===== config.mk =====
export PLATFORM = sky130hd
export DESIGN_NAME = regfile_mp_flat
export DESIGN_NICKNAME = d
export VERILOG_FILES = /design/src/rtl/regfile_mp_pkg.sv /design/src/rtl/regfile_mp_if.sv /design/src/rtl/regfile_mp_clear_walker.sv /design/src/rtl/regfile_mp.sv /design/src/flat_wrapper.sv
export SDC_FILE = /design/constraint.sdc
export NUM_CORES = 2
export LEC_CHECK = 0
export CAP_MARGIN = 20
export CORE_ASPECT_RATIO = 1.4
export CORE_MARGIN = 5
export CORE_UTILIZATION = 40
export DETAILED_ROUTE_END_ITERATION = 10
export GPL_ROUTABILITY_DRIVEN = 0
export PLACE_DENSITY_LB_ADDON = 0.05
export REMOVE_ABC_BUFFERS = 1
export SYNTH_ARGS = -nofsm -noshare
export SYNTH_HDL_FRONTEND = slang
export SYNTH_SLANG_ARGS = --single-unit

===== constraint.sdc =====
create_clock -name clock -period 6.1 [get_ports clock]
set_clock_uncertainty 0.15 [all_clocks]
set_input_delay 1.22 -clock clock [delete_from_list [all_inputs] [get_ports clock]]
set_output_delay 1.22 -clock clock [all_outputs]
set_load 0.01 [all_outputs]

===== src/rtl/regfile_mp_pkg.sv =====
// rtl/regfile_mp_pkg.sv - shared FSM encodings and constants for the GPR file
package regfile_mp_pkg;

  typedef enum logic {
    RF_ST_CLEAR = 1'b0,
    RF_ST_READY = 1'b1
  } rf_state_e;

  localparam int RF_ZERO_IDX = 0;

endpackage


===== src/rtl/regfile_mp_if.sv =====
// rtl/regfile_mp_if.sv - read/write port bundle between pipeline (master) and GPR file (slave)
interface regfile_mp_if #(
  parameter int DATA_WIDTH = 32,
  parameter int ADDR_WIDTH = 5,
  parameter int NUM_READ   = 2
);

  logic [NUM_READ*ADDR_WIDTH-1:0] rd_addr;
  logic [NUM_READ*DATA_WIDTH-1:0] rd_data;
  logic                           wr0_en;
  logic [ADDR_WIDTH-1:0]          wr0_addr;
  logic [DATA_WIDTH-1:0]          wr0_data;
  logic                           wr1_en;
  logic [ADDR_WIDTH-1:0]          wr1_addr;
  logic [DATA_WIDTH-1:0]          wr1_data;

  modport master (
    output rd_addr, wr0_en, wr0_addr, wr0_data, wr1_en, wr1_addr, wr1_data,
    input  rd_data
  );

  modport slave (
    input  rd_addr, wr0_en, wr0_addr, wr0_data, wr1_en, wr1_addr, wr1_data,
    output rd_data
  );

endinterface


===== src/rtl/regfile_mp_clear_walker.sv =====
// rtl/regfile_mp_clear_walker.sv - post-reset clear walker: zeroes one entry per cycle, then raises ready
module rf_clear_walker
  import regfile_mp_pkg::*;
#(
  parameter int ADDR_WIDTH = 5
) (
  input  logic                  clock,
  input  logic                  reset,
  input  logic                  clearReq,
  output logic                  ready,
  output logic [ADDR_WIDTH-1:0] clrIdx,
  output logic                  clrWe
);

  rf_state_e             state;
  rf_state_e             stateNext;
  logic [ADDR_WIDTH-1:0] idxNext;

  always_ff @(posedge clock) begin
    if (reset) begin
      state  <= RF_ST_CLEAR;
      clrIdx <= '0;
    end else begin
      state  <= stateNext;
      clrIdx <= idxNext;
    end
  end

  always_comb begin
    stateNext = state;
    idxNext   = clrIdx;
    clrWe     = 1'b0;
    ready     = 1'b0;
    unique case (state)
      RF_ST_CLEAR: begin
        // Index wraps back to 0 as the last entry is written.
        clrWe   = 1'b1;
        idxNext = clrIdx + ADDR_WIDTH'(1);
        if (clrIdx == '1) begin
          stateNext = RF_ST_READY;
        end
      end
      RF_ST_READY: begin
        ready = 1'b1;
        if (clearReq) begin
          stateNext = RF_ST_CLEAR;
          idxNext   = '0;
        end
      end
      default: stateNext = RF_ST_CLEAR;
    endcase
  end

endmodule


===== src/rtl/regfile_mp.sv =====
// rtl/regfile_mp.sv - multi-port GPR file: N read ports, two write ports, optional bypass and zero entry
module regfile_mp
  import regfile_mp_pkg::*;
#(
  parameter int DATA_WIDTH = 32,
  parameter int ADDR_WIDTH = 5,
  parameter int NUM_READ   = 2,
  parameter int ZERO_REG   = 1,
  parameter int BYPASS     = 1
) (
  input  logic                  clock,
  input  logic                  reset,
  input  logic                  clear_req,
  output logic                  ready,
  output logic [ADDR_WIDTH-1:0] clr_idx,
  regfile_mp_if.slave           bus
);

  localparam int                    DEPTH    = 2 ** ADDR_WIDTH;
  localparam logic [ADDR_WIDTH-1:0] ZERO_IDX = ADDR_WIDTH'(RF_ZERO_IDX);

  logic                  clrWe;
  logic                  wr0Ok;
  logic                  wr1Ok;
  logic [DATA_WIDTH-1:0] mem [DEPTH];

  rf_clear_walker #(
    .ADDR_WIDTH(ADDR_WIDTH)
  ) uWalker (
    .clock   (clock),
    .reset   (reset),
    .clearReq(clear_req),
    .ready   (ready),
    .clrIdx  (clr_idx),
    .clrWe   (clrWe)
  );

  assign wr0Ok = bus.wr0_en && ready && !reset &&
                 !((ZERO_REG != 0) && (bus.wr0_addr == ZERO_IDX));
  assign wr1Ok = bus.wr1_en && ready && !reset &&
                 !((ZERO_REG != 0) && (bus.wr1_addr == ZERO_IDX));

  // No reset on the array itself; the walker is what zeroes it. Port 1 is written last so it wins.
  always_ff @(posedge clock) begin
    if (clrWe) begin
      mem[clr_idx] <= '0;
    end else begin
      if (wr0Ok) begin
        mem[bus.wr0_addr] <= bus.wr0_data;
      end
      if (wr1Ok) begin
        mem[bus.wr1_addr] <= bus.wr1_data;
      end
    end
  end

  for (genvar k = 0; k < NUM_READ; k++) begin : g_rd
    logic [ADDR_WIDTH-1:0] addr;
    logic [DATA_WIDTH-1:0] word;

    assign addr = bus.rd_addr[k*ADDR_WIDTH +: ADDR_WIDTH];

    always_comb begin
      word = mem[addr];
      if (!ready) begin
        word = '0;
      end else if ((ZERO_REG != 0) && (addr == ZERO_IDX)) begin
        word = '0;
      end else if ((BYPASS != 0) && bus.wr1_en && (bus.wr1_addr == addr)) begin
        word = bus.wr1_data;
      end else if ((BYPASS != 0) && bus.wr0_en && (bus.wr0_addr == addr)) begin
        word = bus.wr0_data;
      end
    end

    assign bus.rd_data[k*DATA_WIDTH +: DATA_WIDTH] = word;
  end

endmodule


===== src/flat_wrapper.sv =====
// flat-port wrapper written by rule: the top's interface ports become plain ports
module regfile_mp_flat import regfile_mp_pkg::*;
#(
  parameter int DATA_WIDTH = 32,
  parameter int ADDR_WIDTH = 5,
  parameter int NUM_READ   = 2,
  parameter int ZERO_REG   = 1,
  parameter int BYPASS     = 1
)
  (clock, reset, clear_req, ready, clr_idx, bus_rd_addr, bus_wr0_en, bus_wr0_addr, bus_wr0_data, bus_wr1_en, bus_wr1_addr, bus_wr1_data, bus_rd_data);
  regfile_mp_if #(.DATA_WIDTH(DATA_WIDTH), .ADDR_WIDTH(ADDR_WIDTH), .NUM_READ(NUM_READ)) bus_i ();
  input  logic clock;
  input  logic reset;
  input  logic clear_req;
  output logic ready;
  output logic [ADDR_WIDTH-1:0] clr_idx;
  input wire logic [$bits(bus_i.rd_addr)-1:0] bus_rd_addr;
  input wire logic [$bits(bus_i.wr0_en)-1:0] bus_wr0_en;
  input wire logic [$bits(bus_i.wr0_addr)-1:0] bus_wr0_addr;
  input wire logic [$bits(bus_i.wr0_data)-1:0] bus_wr0_data;
  input wire logic [$bits(bus_i.wr1_en)-1:0] bus_wr1_en;
  input wire logic [$bits(bus_i.wr1_addr)-1:0] bus_wr1_addr;
  input wire logic [$bits(bus_i.wr1_data)-1:0] bus_wr1_data;
  output wire logic [$bits(bus_i.rd_data)-1:0] bus_rd_data;
  assign bus_i.rd_addr = bus_rd_addr;
  assign bus_i.wr0_en = bus_wr0_en;
  assign bus_i.wr0_addr = bus_wr0_addr;
  assign bus_i.wr0_data = bus_wr0_data;
  assign bus_i.wr1_en = bus_wr1_en;
  assign bus_i.wr1_addr = bus_wr1_addr;
  assign bus_i.wr1_data = bus_wr1_data;
  assign bus_rd_data = bus_i.rd_data;
  regfile_mp #(.DATA_WIDTH(DATA_WIDTH), .ADDR_WIDTH(ADDR_WIDTH), .NUM_READ(NUM_READ), .ZERO_REG(ZERO_REG), .BYPASS(BYPASS)) u_core (.clock(clock), .reset(reset), .clear_req(clear_req), .ready(ready), .clr_idx(clr_idx), .bus(bus_i));
endmodule

== Word-level counts from Yosys, hierarchy flattened ==
Memories as Yosys holds them, arrays and structs flattened.
Index checks and enable logic that the tools add are counted.

* Memories: 1
* Bits in registers: 6
* Word-level logic and storage cells: 53
* Input bits: 89
* RAM bits: 1024
* Output and inout port bits: 70

{| class="wikitable"
|+ Memories
! memory !! words !! bits a word !! read ports !! clocked after Yosys merged registers in !! wr ports !! RTL line !! source
|-
| u_core.mem || 32 || 32 || 2 || 0 || 2 || regfile_mp.sv:25 || <nowiki>logic [DATA_WIDTH-1:0] mem [DEPTH];</nowiki>
|}

* Equality and inequality tests: 6
* Reduce and logical (&&, ||, !) cells: 18
* Bitwise gates (word level): 1
* Mux-type cells: 24
* $add $sub $neg: 1

{| class="wikitable"
|+ Operator list
! operator !! count
|-
| $mux 32 || 9
|-
| $reduce_or 32->1 || 1
|-
| $eq 5x5->1 || 4
|-
| $logic_not 5->1 || 4
|-
| $mux 1 || 11
|-
| $logic_and 1x1->1 || 10
|-
| $mux 5 || 2
|-
| $pmux 5 s2 || 1
|-
| $add 5x1->5 const B || 1
|-
| $eq 5x5->1 const B || 1
|-
| $logic_not 1->1 || 3
|-
| $ne 2x2->1 const B || 1
|-
| $pmux 1 s2 || 1
|-
| $not 1->1 || 1
|}

== Logic depth before layout (Yosys ltp) ==
* Depth after elaboration: 9
* Depth in mapped cells: 9
* Mapped depth without buffers: 5

== Hierarchy ==
A second synthesis with hierarchy kept.

* Cell total of the unflattened synthesis: 5176
* Area total of the unflattened synthesis: 59539.6 µm²

{| class="wikitable"
|+ By module, submodules not included
! module !! sequential area each (µm²) !! area an instance (µm²) !! cells an instance !! times used
|-
| regfile_mp || 30749.5 || 59246.8 || 5143 || 1
|-
| rf_clear_walker || 120.1 || 292.8 || 33 || 1
|}

== Worst setup path before layout ==
Ideal clock, no wire load.

* Kind: input -> register
* Start point: in bus_wr0_addr[3]
* End point: mem u_core.mem[5][0], enable pin
* Buffers on the path: 3
* Arrival time: 4.224 ns
* Setup time: 0.433 ns
* Cell stages on the path: 8
* Path slack: 1.293 ns
* Data required time: 5.517 ns
* Cell sequence: buf_2 -> or4_4 -> o21a_1 -> buf_6 -> buf_6 -> o21ai_2 -> nand2_1 -> o22ai_1

{| class="wikitable"
|+ RTL lines
! what !! RTL line !! source
|-
| start, declared || flat_wrapper.sv:19 || <nowiki>input wire logic [$bits(bus_i.wr0_addr)-1:0] bus_wr0_addr;</nowiki>
|-
| end, declared || regfile_mp.sv:25 ||
|}

== Final worst setup path ==
* Start point: in bus_wr0_addr[1]
* End point: out bus_rd_data[14]

* Longest elaborated chain between the ends: 6

{| class="wikitable"
|+ RTL lines
! what !! RTL line !! source
|-
| $eq 5x5->1 || regfile_mp.sv:71 || <nowiki>end else if ((BYPASS != 0) && bus.wr0_en && (bus.wr0_addr == addr)) begin</nowiki>
|-
| $logic_and 1x1->1 || regfile_mp.sv:71 ||
|-
| $mux 32 || regfile_mp.sv:71 ||
|-
| $mux 32 || regfile_mp.sv:69 || <nowiki>end else if ((BYPASS != 0) && bus.wr1_en && (bus.wr1_addr == addr)) begin</nowiki>
|-
| $mux 32 || regfile_mp.sv:67 || <nowiki>end else if ((ZERO_REG != 0) && (addr == ZERO_IDX)) begin</nowiki>
|-
| $mux 32 || regfile_mp.sv:65 || <nowiki>if (!ready) begin</nowiki>
|-
| end, declared || flat_wrapper.sv:24 || <nowiki>output wire logic [$bits(bus_i.rd_data)-1:0] bus_rd_data;</nowiki>
|}

Every way passes these cells.

==> reports/metrics.yaml <==
outcome:
  status: "complete, but fails checks"
  violations: "setup timing"
layout:
  layout.nets: 5175
  syn_to_final_growth_pct: 13.7
  seq_area_um2: 30900
  nFillCells: 13500
  multi_input_area_um2: 26700
  drive_above_1_share: 0.219
  postLayoutCoreUtil: 0.458
drt:
  wl_met1_um: 98100
  via_count: 45200
  post-route-drc-count: 0
  wl_um: 255000
  vias_per_cell: 6.34
  drtPass1Iterations: 6
  top_layer: "met5"
  met3RoutedLength_um: 22200
  routed-wl-met2_um: 124000
  drt-wirelength-per-cell_um: 35.7
  ant_nets: 0
  drt_iter0_markers: 5399
global_routing:
  grt_max_degree: 65
  grt_pass1_wl_um: 353000
  grt_usage: 0.313
  overflow: 0
  grt_pass1_vias: 44500
  grt_antenna_before_repair: 8
die:
  boundaryPins: 159
  fp.dieW_um: 338
  initial_core_util: 0.403
  die_area_um2: 159000
  chipHeight_um: 470
  rows: 168
  fp.coreArea_um2: 150000
timing:
  setup_violations: 1
  hold_violations: 0
  worst_slack_ns: -0.00865
  holdWs_ns: 0.536
  max-slew-margin-rel: 0.193
  min_period_ns: 6.11
  drv_slew: 0
  fin_crit_sh: 1.00
  fmax_mhz: 164
  tightest_slew_ns: 1.21
  rsz0062_at_grt: "false"
worst_setup_path:
  critPathMostFrequentCell: "clkdlybuf4s50_1"
  cp_slowest_cell: "clkdlybuf4s50_1"
  crit_type: "in -> out"
  cpPeakStageDelay_ns: 0.68
  arrival_ns: 4.74
  crit_required_ns: 4.73
  path_cells: "clkdlybuf4s50_1 > xnor2_1 > nand4_1 > or2_2 > buf_12 > o32ai_1 > o31ai_1 > clkdlybuf4s50_1"
  worstSetupEndpointType: "output port"
  cp_max_fo: 18
  start_kind: "primary input"
synth:
  synth_async_sr_flop_share: 0
  syn-cell-area_um2: 60300
  netlist_instances: 5181
  yosys_warnings: 0
  synth_edf_count: 1024
  synth-seq-cells: 1030
  ys_types: 59
  ys_seq_area_frac: 0.512
  syn_avg_cell_area_um2: 11.6
  synth_ff_type: "edfxtp_1"
pwr:
  p_leak_nw: 20.3
  power_density_nw_per_um2: 235
  irDropWorstVdd_uv: 211
clock_network:
  cts_setup_buffers: 0
  clk_latency_ns: 0.76
  clk_pin_slew_worst_paths_ns: 0.06
  hold_buffers: 0
  cts_root_buffer: "clkbuf_16"
  numCtsBuffers: 110
  cts_num_sinks: 1030
  cts_tree: "done"
  cts_htree_levels: 3
  clock_path_buffers: 3
placed_design:
  post-dp-hpwl_um: 161000
  place_ws_ns: -0.165
  io_buffer_count: 158
job:
  maxCapViolations: 0
hold_path:
  hold_class: "reg -> reg"
flip-flops by register name, summed over array words and instances, names as in the netlist:
name	cells
u_core.uWalker.state	1
u_core.uWalker.clrIdx	5
u_core.mem	1024
what timing repair did:
| item | CTS | global route |
|---|---|---|
| gates resized for setup | 3 | 1 |
| setup endpoints to repair | 3 | 1 |
| gates cloned | 0 | 0 |
cell usage after synthesis, types with 33 or more instances:
cell type | instances | share of area
mux2i_1 | 96 | 0.016
mux2_2 | 96 | 0.018
clkbuf_2 | 70 | 0.0058
nor2_1 | 76 | 0.0047
edfxtp_1 | 1024 | 0.51
mux4_2 | 480 | 0.18
o22ai_1 | 48 | 0.0050
nand2_1 | 1136 | 0.071
buf_2 | 218 | 0.018
and3_1 | 33 | 0.0034
o32ai_1 | 64 | 0.0093
clkbuf_1 | 314 | 0.020
o21ai_0 | 1020 | 0.085
inv_1 | 103 | 0.0064
a21oi_1 | 37 | 0.0031
a22oi_1 | 66 | 0.0082
routing by layer:
| layer | up-vias | GRT usage |
|---|---|---|
| met2 | 2433 | 0.528 |
| met5 | - | 0 |
| met3 | 525 | 0.0638 |
| li1 | 19300 | - |
| met1 | 22900 | 0.401 |
| met4 | 10 | 0.118 |
logic make-up after synthesis:
group / count (synthesis) / share of synthesized area
buffers and inverters: 768 / 0.0564
multiplexers: 672 / 0.213
adder cells (fa/ha/maj): 2 / 0.000415
AND/OR/NAND/NOR: 1320 / 0.0873
AO/OA/AOI/OAI: 1369 / 0.128
XOR/XNOR: 20 / 0.00290
flip-flops: 1030 / 0.512
cell usage in the layout, fill, tap and decap left out, types with 6 or more instances in the layout:
cell type        netlist  layout
a21oi_1               37      36
a221oi_1              32      32
a22oi_1               66      66
and3_1                33      33
buf_12                 0      60
buf_4                 27     237
bufinv_16              0      11
clkbuf_1             314      21
clkbuf_16              0     113
clkdlybuf4s50_1        0     149
clkinv_1               0      27
clkinv_2               0      22
dfxtp_1                6       6
edfxtp_1            1024    1024
inv_1                103     102
mux2_2                96      96
mux2i_1               96      96
mux4_2               480     480
nand2_1             1136    1136
nand2b_1              11      10
nor2_1                76      73
nor2_4                 2      17
nor3_2                 2      12
o21ai_0             1020    1020
o21ai_1                7       6
o21bai_4               0      17
o221ai_1              32      32
o22ai_1               48      33
o22ai_4                0      15
o31ai_1               32      32
o32ai_1               64      61
xnor2_1               12      12
xor2_1                 8       8
power breakdown:
group / internal, mW / leakage, nW / switching [mW] / total [mW]
clock network: 3.83 / 1.72 / 3.02 / 6.85
logic: 0.519 / 10.7 / 0.947 / 1.47
registers: 7.76 / 7.88 / 0.0431 / 7.80
total: 12.1 / 20.3 / 4.01 / 16.1
area by class of cell:
type                    instances  share of cell area
clock inverters                67             0.00890
well taps                    1955              0.0357
clock buffers                 134              0.0424
repair buffers                456              0.0675
diodes                          1           0.0000365
inverters                     103             0.00564
multi-input cells            3383               0.390
flip-flops and latches       1030               0.450
critical path, delay by kind of cell:
family	cells	cell delay, ns
and+or+nand+nor	2	0.88
buffers and inverters	3	1.60
xor gates and xnor gates	1	0.23
AOI/OAI and AO/OA	2	0.80
path summary, 6_finish.rpt:
path | from | to | slack, ns | depth (start not counted)
setup / recovery | bus_wr0_addr[1] | bus_rd_data[14] | -0.009 | 8
setup reg to reg | u_core.uWalker.state | u_core.mem[22][16] | 2.00 | 6
hold reg to reg | u_core.uWalker.clrIdx[4] | u_core.uWalker.clrIdx[4] | 0.54 | 3
hold / removal | u_core.uWalker.clrIdx[4] | u_core.uWalker.clrIdx[4] | 0.54 | 3
metrics by stage:
| step | setup TNS (ns) | cell area (um^2) | cells | power, mW |
|---|---|---|---|---|
| 3_3_place_gp | -0.286 | 65000 | 6924 | 9.39 |
| 3_5_place_dp | -0.214 | 65100 | 6927 | 9.39 |
| 5_1_grt | 0 | 68600 | 7129 | 16.5 |
| 6_report | -0.00865 | 68600 | 7129 | 16.1 |
| 4_1_cts | 0 | 68600 | 7128 | 16.2 |
| 2_1_floorplan | -191.23 | 57300 | 4516 | 8.45 |
Power figures use the tool's default switching activity.
